`src/rtl/serial_comp_pkg.sv`:
```
// Shared types and constants for the bit-serial 8-bit magnitude comparator.
// The optional pushbutton debouncer is selected with SERIAL_COMP_DEBOUNCE_EN.
package serial_comp_pkg;

   localparam int OPW  = 8;
   localparam int NIBW = 4;
   localparam int CNTW = $clog2(OPW);

   typedef enum logic [1:0] {IDLE, RUN, DONE} state_t;
   typedef enum logic [1:0] {RES_EQ, RES_LT, RES_GT} res_t;

   // Maps the internal result onto the one-hot {l, g, e} LED pattern.
   function automatic logic [2:0] res_to_lge(input res_t r);
      case (r)
         RES_LT:  return 3'b100;
         RES_GT:  return 3'b010;
         default: return 3'b001;
      endcase
   endfunction

endpackage

```
`src/rtl/pb_conditioner.sv`:
```
// Pushbutton conditioner: synchronizer, optional debouncer (SERIAL_COMP_DEBOUNCE_EN)
// and rising-edge detect producing a single-cycle pulse per press.
module pb_conditioner #(
   parameter int SYNC_STAGES = 2,
   parameter int DB_COUNT    = 50000
) (
   input  logic clk,
   input  logic rst_n,
   input  logic pb,
   output logic pulse
);

   if (SYNC_STAGES < 2 || DB_COUNT < 1) begin : g_param_check
      $error("pb_conditioner: SYNC_STAGES must be >= 2 and DB_COUNT >= 1");
   end

   logic [SYNC_STAGES-1:0] sync_q;
   logic                   cond_level;
   logic                   prev_q;

   always_ff @(posedge clk) begin
      if (!rst_n) sync_q <= '0;
      else        sync_q <= {sync_q[SYNC_STAGES-2:0], pb};
   end

`ifdef SERIAL_COMP_DEBOUNCE_EN
   localparam int DBW = $clog2(DB_COUNT + 1);
   localparam logic [DBW-1:0] DB_LAST = DBW'(DB_COUNT - 1);

   logic [DBW-1:0] db_cnt;
   logic           db_level;

   // The counter only runs while the raw level disagrees with the accepted one,
   // so any bounce back to the accepted level restarts the stability window.
   always_ff @(posedge clk) begin
      if (!rst_n) begin
         db_cnt   <= '0;
         db_level <= 1'b0;
      end else if (sync_q[SYNC_STAGES-1] == db_level) begin
         db_cnt <= '0;
      end else if (db_cnt == DB_LAST) begin
         db_cnt   <= '0;
         db_level <= sync_q[SYNC_STAGES-1];
      end else begin
         db_cnt <= db_cnt + 1'b1;
      end
   end

   assign cond_level = db_level;
`else
   assign cond_level = sync_q[SYNC_STAGES-1];
`endif

   always_ff @(posedge clk) begin
      if (!rst_n) prev_q <= 1'b0;
      else        prev_q <= cond_level;
   end

   assign pulse = cond_level & ~prev_q;

endmodule

```
`src/rtl/serial_mag_comp.sv`:
```
// Bit-serial 8-bit magnitude comparator: nibble-loaded operands, LSB-first compare,
// registered one-hot l/g/e result. Optional debouncer via SERIAL_COMP_DEBOUNCE_EN.
module serial_mag_comp
   import serial_comp_pkg::*;
#(
   parameter int SYNC_STAGES = 2,
   parameter int DB_COUNT    = 50000
) (
   input  logic            clk,
   input  logic            rst_n,
   input  logic [NIBW-1:0] inp,
   input  logic            pb1,
   input  logic            pb2,
   input  logic            pb3,
   input  logic            pb4,
   input  logic            start,
   output logic            busy,
   output logic            done,
   output logic            l,
   output logic            g,
   output logic            e
);

   localparam logic [CNTW-1:0] CNT_LAST = CNTW'(OPW - 1);

   logic [3:0]     load;
   logic [OPW-1:0] a_q, b_q;
   logic [OPW-1:0] snap_a, snap_b;
   logic [CNTW-1:0] cnt;
   res_t           res, res_next;
   state_t         state;

   pb_conditioner #(.SYNC_STAGES(SYNC_STAGES), .DB_COUNT(DB_COUNT)) u_pb1
      (.clk(clk), .rst_n(rst_n), .pb(pb1), .pulse(load[0]));
   pb_conditioner #(.SYNC_STAGES(SYNC_STAGES), .DB_COUNT(DB_COUNT)) u_pb2
      (.clk(clk), .rst_n(rst_n), .pb(pb2), .pulse(load[1]));
   pb_conditioner #(.SYNC_STAGES(SYNC_STAGES), .DB_COUNT(DB_COUNT)) u_pb3
      (.clk(clk), .rst_n(rst_n), .pb(pb3), .pulse(load[2]));
   pb_conditioner #(.SYNC_STAGES(SYNC_STAGES), .DB_COUNT(DB_COUNT)) u_pb4
      (.clk(clk), .rst_n(rst_n), .pb(pb4), .pulse(load[3]));

   // Operand loads are independent of the FSM; the compare works on snapshots.
   always_ff @(posedge clk) begin
      if (!rst_n) begin
         a_q <= '0;
         b_q <= '0;
      end else begin
         if (load[0]) a_q[NIBW-1:0]   <= inp;
         if (load[1]) a_q[OPW-1:NIBW] <= inp;
         if (load[2]) b_q[NIBW-1:0]   <= inp;
         if (load[3]) b_q[OPW-1:NIBW] <= inp;
      end
   end

   // Later differing bits are more significant, so each difference overrides.
   always_comb begin
      res_next = res;
      if (snap_a[0] != snap_b[0]) res_next = snap_a[0] ? RES_GT : RES_LT;
   end

   // Handshake: start is a one-cycle request honoured only in IDLE; busy is high
   // for the 8 RUN cycles; done pulses once as l/g/e take the new result.
   always_ff @(posedge clk) begin
      if (!rst_n) begin
         state  <= IDLE;
         snap_a <= '0;
         snap_b <= '0;
         cnt    <= '0;
         res    <= RES_EQ;
         busy   <= 1'b0;
         done   <= 1'b0;
         l      <= 1'b0;
         g      <= 1'b0;
         e      <= 1'b1;
      end else begin
         done <= 1'b0;
         case (state)
            IDLE: begin
               if (start) begin
                  snap_a <= a_q;
                  snap_b <= b_q;
                  cnt    <= '0;
                  res    <= RES_EQ;
                  busy   <= 1'b1;
                  state  <= RUN;
               end
            end
            RUN: begin
               snap_a <= snap_a >> 1;
               snap_b <= snap_b >> 1;
               cnt    <= cnt + 1'b1;
               res    <= res_next;
               if (cnt == CNT_LAST) begin
                  {l, g, e} <= res_to_lge(res_next);
                  busy      <= 1'b0;
                  done      <= 1'b1;
                  state     <= DONE;
               end
            end
            DONE: state <= IDLE;
            default: state <= IDLE;
         endcase
      end
   end

endmodule
```
`config.mk`:
```
export PLATFORM = sky130hd
export DESIGN_NAME = serial_mag_comp
export DESIGN_NICKNAME = d
export VERILOG_FILES = /design/src/rtl/serial_comp_pkg.sv /design/src/rtl/pb_conditioner.sv /design/src/rtl/serial_mag_comp.sv
export SDC_FILE = /design/constraint.sdc
export NUM_CORES = 1
export LEC_CHECK = 0
export BUFFER_PORTS_ARGS = -buffer_cell sky130_fd_sc_hd__clkbuf_2
export CORE_UTILIZATION = 63
export DETAILED_ROUTE_END_ITERATION = 10
export PLACE_DENSITY = 0.92
export SLEW_MARGIN = 20
export SYNTH_ARGS = -nofsm -noshare
export SYNTH_HDL_FRONTEND = slang
export SYNTH_SLANG_ARGS = --single-unit
export TNS_END_PERCENT = 30
```
`constraint.sdc`:
```
create_clock -name clk -period 2.1 [get_ports clk]
set_clock_uncertainty 0.1 [all_clocks]
set_input_delay 0.315 -clock clk [delete_from_list [all_inputs] [get_ports clk]]
set_output_delay 0.315 -clock clk [all_outputs]
set_load 0.01 [all_outputs]
```
==> Word-level counts from Yosys, hierarchy flattened <==
Index checks and enable logic that the tools add are counted.
{ "totals": {"regBits": 56, "inputBits": 11, "word_cells": 63} }
{ "op_classes": {"n_addsub": 1, "n_eq_ne": 7, "mux": 18, "bitwise_logic": 8, "n_reduce_logical": 7} }
{ "op_table": {"columns": ["op", "n"], "rows": [
  ["$pmux W8 S2", 2],
  ["$mux W8", 2],
  ["$pmux W3 S2", 2],
  ["$mux W2", 5],
  ["$pmux W2 S2", 2],
  ["$reduce_and A2 Y1", 4],
  ["$and A1 B1 Y1", 4],
  ["$eq A2 B1 Y1 const B", 2],
  ["$ne A2 B2 Y1 const B", 2],
  ["$not A1 Y1", 4],
  ["$add A3 B1 Y3 const B", 1],
  ["$eq A3 B3 Y1 const B", 1],
  ["$mux W1", 3],
  ["$mux W3", 1],
  ["$reduce_and A3 Y1", 1],
  ["$eq A2 B2 Y1 const B", 1],
  ["$logic_not A2 Y1", 1],
  ["$pmux W1 S2", 1],
  ["$reduce_bool A2 Y1", 1],
  ["$ne A1 B1 Y1", 1]
]} }

==> Logic depth before layout (Yosys ltp) <==
{ "depth": {"ltp_word": 4, "mapped_depth": 6} }

==> By module <==
Synthesis repeated with hierarchy kept, for this count alone.
{ "hier_totals": {"cells_unflattened": 213, "area_unflattened_um2": 2273.4} }
{ "modules_own_cells": {"columns": ["mod", "instances", "cells_each", "area_each_um2", "seq_area_each_um2"], "rows": [
  ["serial_mag_comp", 1, 185, 1903.1, 880.8],
  ["pb_conditioner", 4, 7, 92.6, 60.1]
]} }

==> Worst setup path after synthesis <==
OpenSTA, ideal clock, no wires.
{ "synth_timing": {"path_type": "register -> register", "from": "register snap_b[0]", "to": "register e", "setup_ps": 125, "t_arrival_ps": 1113, "slack_ps": 762, "stages_incl_launch_ff": 7, "path_buffers": 0, "period_less_slack_ps": 1338, "cell_sequence": "dfxtp_1 > inv_1 > maj3_1 > inv_1 > ha_1 > nand3_1 > nand3_1"} }
{ "synth_via": {"elab_chain_len": 4, "elab_cells_between_ends": 5, "cone_classes": "3 x eq/ne; 2 x mux"} }
{ "synth_lines": {"columns": ["item", "line", "rtl"], "rows": [
  ["start: declaration", "serial_mag_comp.sv:28", "logic [OPW-1:0] snap_a, snap_b;"],
  ["start signal: assignment", "serial_mag_comp.sv:81", "snap_b <= b_q;"],
  ["start signal: assignment", "serial_mag_comp.sv:90", "snap_b <= snap_b >> 1;"],
  ["$ne A1 B1 Y1 (*)", "serial_mag_comp.sv:58", "if (snap_a[0] != snap_b[0]) res_next = snap_a[0] ? RES_GT : RES_LT;"],
  ["$mux W2 (*)", "serial_mag_comp.sv:58", null],
  ["$eq A2 B2 Y1 or $eq A2 B1 Y1 (tied branches)", "serial_comp_pkg.sv:14", "case (r)"],
  ["$pmux W3 S2 (*)", "serial_comp_pkg.sv:14", null],
  ["end signal: assignment", "serial_mag_comp.sv:94", "{l, g, e} <= res_to_lge(res_next);"],
  ["end: declaration", "serial_mag_comp.sv:21", "output logic e"]
]} }
Every way passes the cells marked *; elsewhere a longest branch is shown, timed or not.
A chain may end at the register's enable or synchronous reset.

==> Worst setup path after layout <==
{ "layout_timing": {"from": "register state[0]", "to": "register snap_a[5]"} }
{ "layout_via": {"elab_chain_len": 3, "elab_cells_between_ends": 6, "cone_classes": "2 x eq/ne; 1 x mux; 3 x reduce/logical"} }
{ "layout_lines": {"columns": ["item", "line", "rtl"], "rows": [
  ["start: declaration", "serial_mag_comp.sv:31", "state_t state;"],
  ["start signal: assignment", "serial_mag_comp.sv:65", "state <= IDLE;"],
  ["start signal: assignment", "serial_mag_comp.sv:85", "state <= RUN;"],
  ["start signal: assignment", "serial_mag_comp.sv:97", "state <= DONE;"],
  ["$eq A2 B1 Y1 or $logic_not A2 Y1 (tied branches)", "serial_mag_comp.sv:77", "case (state)"],
  ["$reduce_bool A2 Y1 (no source line) or $ne A2 B2 Y1 (tied branches)", null, null],
  ["$reduce_and A2 Y1 (no source line)", null, null],
  ["end signal: assignment", "serial_mag_comp.sv:80", "snap_a <= a_q;"],
  ["end signal: assignment", "serial_mag_comp.sv:89", "snap_a <= snap_a >> 1;"],
  ["end: declaration", "serial_mag_comp.sv:28", null]
]} }
Parallel ways exist; a longest one is shown, timed or not.

==> metrics.cfg <==
[detailed_routing]
wl_mm=3.535
drtIter0Drc=92
via_per_inst=5.384
ant_nets=0
drc=0
vias=1459
wl_per_cell_um=13.04
dr.pass1.iters=5

[yosys]
synth_top_flop_cell=dfxtp_1
synth_top_area_cell=dfxtp_1
synthArstFlopShare=0
synth_warnings=0
synthTopCellsByArea=dfxtp_1, mux2i_1, o211a_1, nor2b_1, and2_1
synth_top_cell_area_share=0.4918
avgSynthCellArea_um2=10.51
synth_edf_count=0
synthTopCellsByCount=dfxtp_1, mux2i_1, nor2b_1, nand2_1
ys_ff_latch=56
synth_seq_area_share=0.4918
syn_inst=217
yosysMostFrequentCell=dfxtp_1
syn_area_um2=2280
syn_nets=232
synth_cell_types=29

[timing]
period_minus_slack_ns=1.487
worst_slew_pin_slew_ns=0.5264
fmax_mhz=672.5
drv_slew=0
finalSetupTns_ns=0
finalSetupViolCount=0
slew_headroom=0.6490
finalCritPeriodShare=0.7081
rsz0062_at_grt=no
finalHoldViolations=0

[global_route]
grt_first_pass_wirelength_mm=6.230
grt_max_degree=33
grt.total_usage=0.2070
antenna_found_initial=0
grt_pass1_vias=1443
overflow=0

[cts]
cts_root_buf=clkbuf_4
hold_buffers=0
numCtsBuffers=5
clk_path_buf_depth=2
cts.htree.levels=2
clock_latency_ns=0.38
cts_resized=0
postCtsSetupBuffers=0
cts_tree=built
cts.sink_count=56
clk_pin_slew_ns=0.15

[worst_hold_path]
min_path_type=input port to register

[layout]
drive_gt1_frac=0.1200
utilization=0.7128
fill_cells=255
nets=239
syn_to_final_growth_pct=5.983
num_antenna_cells=0
final_cells=271

[worst_setup_path]
critical_path_class=register to register
crit_fanout=18
endpoint_kind=register
startpoint_type=register
cp.arrival_ns=1.67
rrSetupSlack_ns=0.61
required_ns=2.28

[run]
maxCapViolations=0

[pwr]
power.total_mw=1.932
total_leakage_power_nw=1.168
vdd_drop_max_uv=647.1
power_density_nw_per_um2=799.5

[placement]
dp_cells=263
finalWeightedCongestion=0.7596
dp_hpwl_mm=2.447
portBuffers=15

[floorplanning]
start_util=0.6726
core_area_um2=3390
die-area_um2=3863
fp.dieW_um=62.16
rows=21
die_h_um=62.16
io_pins=16

[outcome]
status=finished clean

## layer usage
layer | part of all wire | wire, um | GRT usage
met5 | 0 | 0 | 0
met4 | 0.031 | 108 | 0.1308
met3 | 0.029 | 103 | 0.04412
met2 | 0.48 | 1709 | 0.3530
met1 | 0.46 | 1614 | 0.2345
## path summary, 6_finish.rpt
check,cells after the start,to,from
min,2,u_pb2.sync_q[0]$_SDFF_PN0_,pb2
max,4,snap_a[5]$_SDFFE_PN0P_,state[0]$_SDFFE_PN0P_
max reg2reg,4,snap_a[5]$_SDFFE_PN0P_,state[0]$_SDFFE_PN0P_
min reg2reg,1,u_pb2.sync_q[1]$_SDFF_PN0_,u_pb2.sync_q[0]$_SDFF_PN0_
## cell type report
class | instances | area, um^2 | share of cell area
clock inverter | 1 | 30.03 | 0.01243
timing repair buffer | 17 | 90.09 | 0.03729
tap | 46 | 57.56 | 0.02382
clock buffer | 7 | 65.06 | 0.02693
multi-input combinational | 138 | 1030 | 0.4262
inverter | 6 | 22.52 | 0.009322
sequential | 56 | 1121 | 0.4640
## cells in the final DEF, fill, tap and decap left out, drive strengths merged, types with 4 or more instances in the layout
| master | instances |
|---|---|
| a21boi | 4 |
| and2 | 13 |
| clkbuf | 22 |
| dfxtp | 56 |
| ha | 4 |
| inv | 6 |
| mux2i | 32 |
| nand2 | 18 |
| nand2b | 5 |
| nand3 | 6 |
| nor2b | 20 |
| o211a | 13 |
| o21ai | 6 |
## where the power goes
part           internal [mW]  switching, mW
combinational         0.0802         0.0887
sequential              1.11         0.0244
clock                  0.316          0.315
total                   1.50          0.428
## critical path, cell delays in order, from the launching register on
cell and delay (ns):
dfxtp_1 0.47, buf_4 0.33, mux2i_1 0.25, nand2_1 0.09
o211a_1 0.14
## flip-flops by register name, indices dropped and copies added, names as in the netlist
signal        count
snap_a            8
g                 1
u_pb3.sync_q      2
state             2
u_pb4.sync_q      2
l                 1
b_q               8
u_pb2.sync_q      2
done              1
u_pb1.sync_q      2
res               2
u_pb1.prev_q      1
u_pb4.prev_q      1
u_pb3.prev_q      1
e                 1
busy              1
u_pb2.prev_q      1
a_q               8
cnt               3
snap_b            8
## cell families after synthesis
family	synth area share
AO/OA/AOI/OAI	0.1114
flip-flops	0.4918
adder cells (fa/ha/maj)	0.02635
AND/OR/NAND/NOR	0.1734
multiplexers	0.1405
buffers and inverters	0.05653
## per-stage QoR
| stage | setup slack (ns) | instance area, um^2 | hold slack (ns) |
|---|---|---|---|
| floorplan | 0.7622 | 2280 | 0.3119 |
| global placement | 0.6877 | 2321 | 0.3146 |
| detailed placement | 0.6408 | 2321 | 0.3242 |
| CTS | 0.6047 | 2416 | 0.02398 |
| global route | 0.5296 | 2416 | 0.01592 |
| finish | 0.6129 | 2416 | 0.03147 |
No activity file was read; power rests on OpenSTA's default activity.
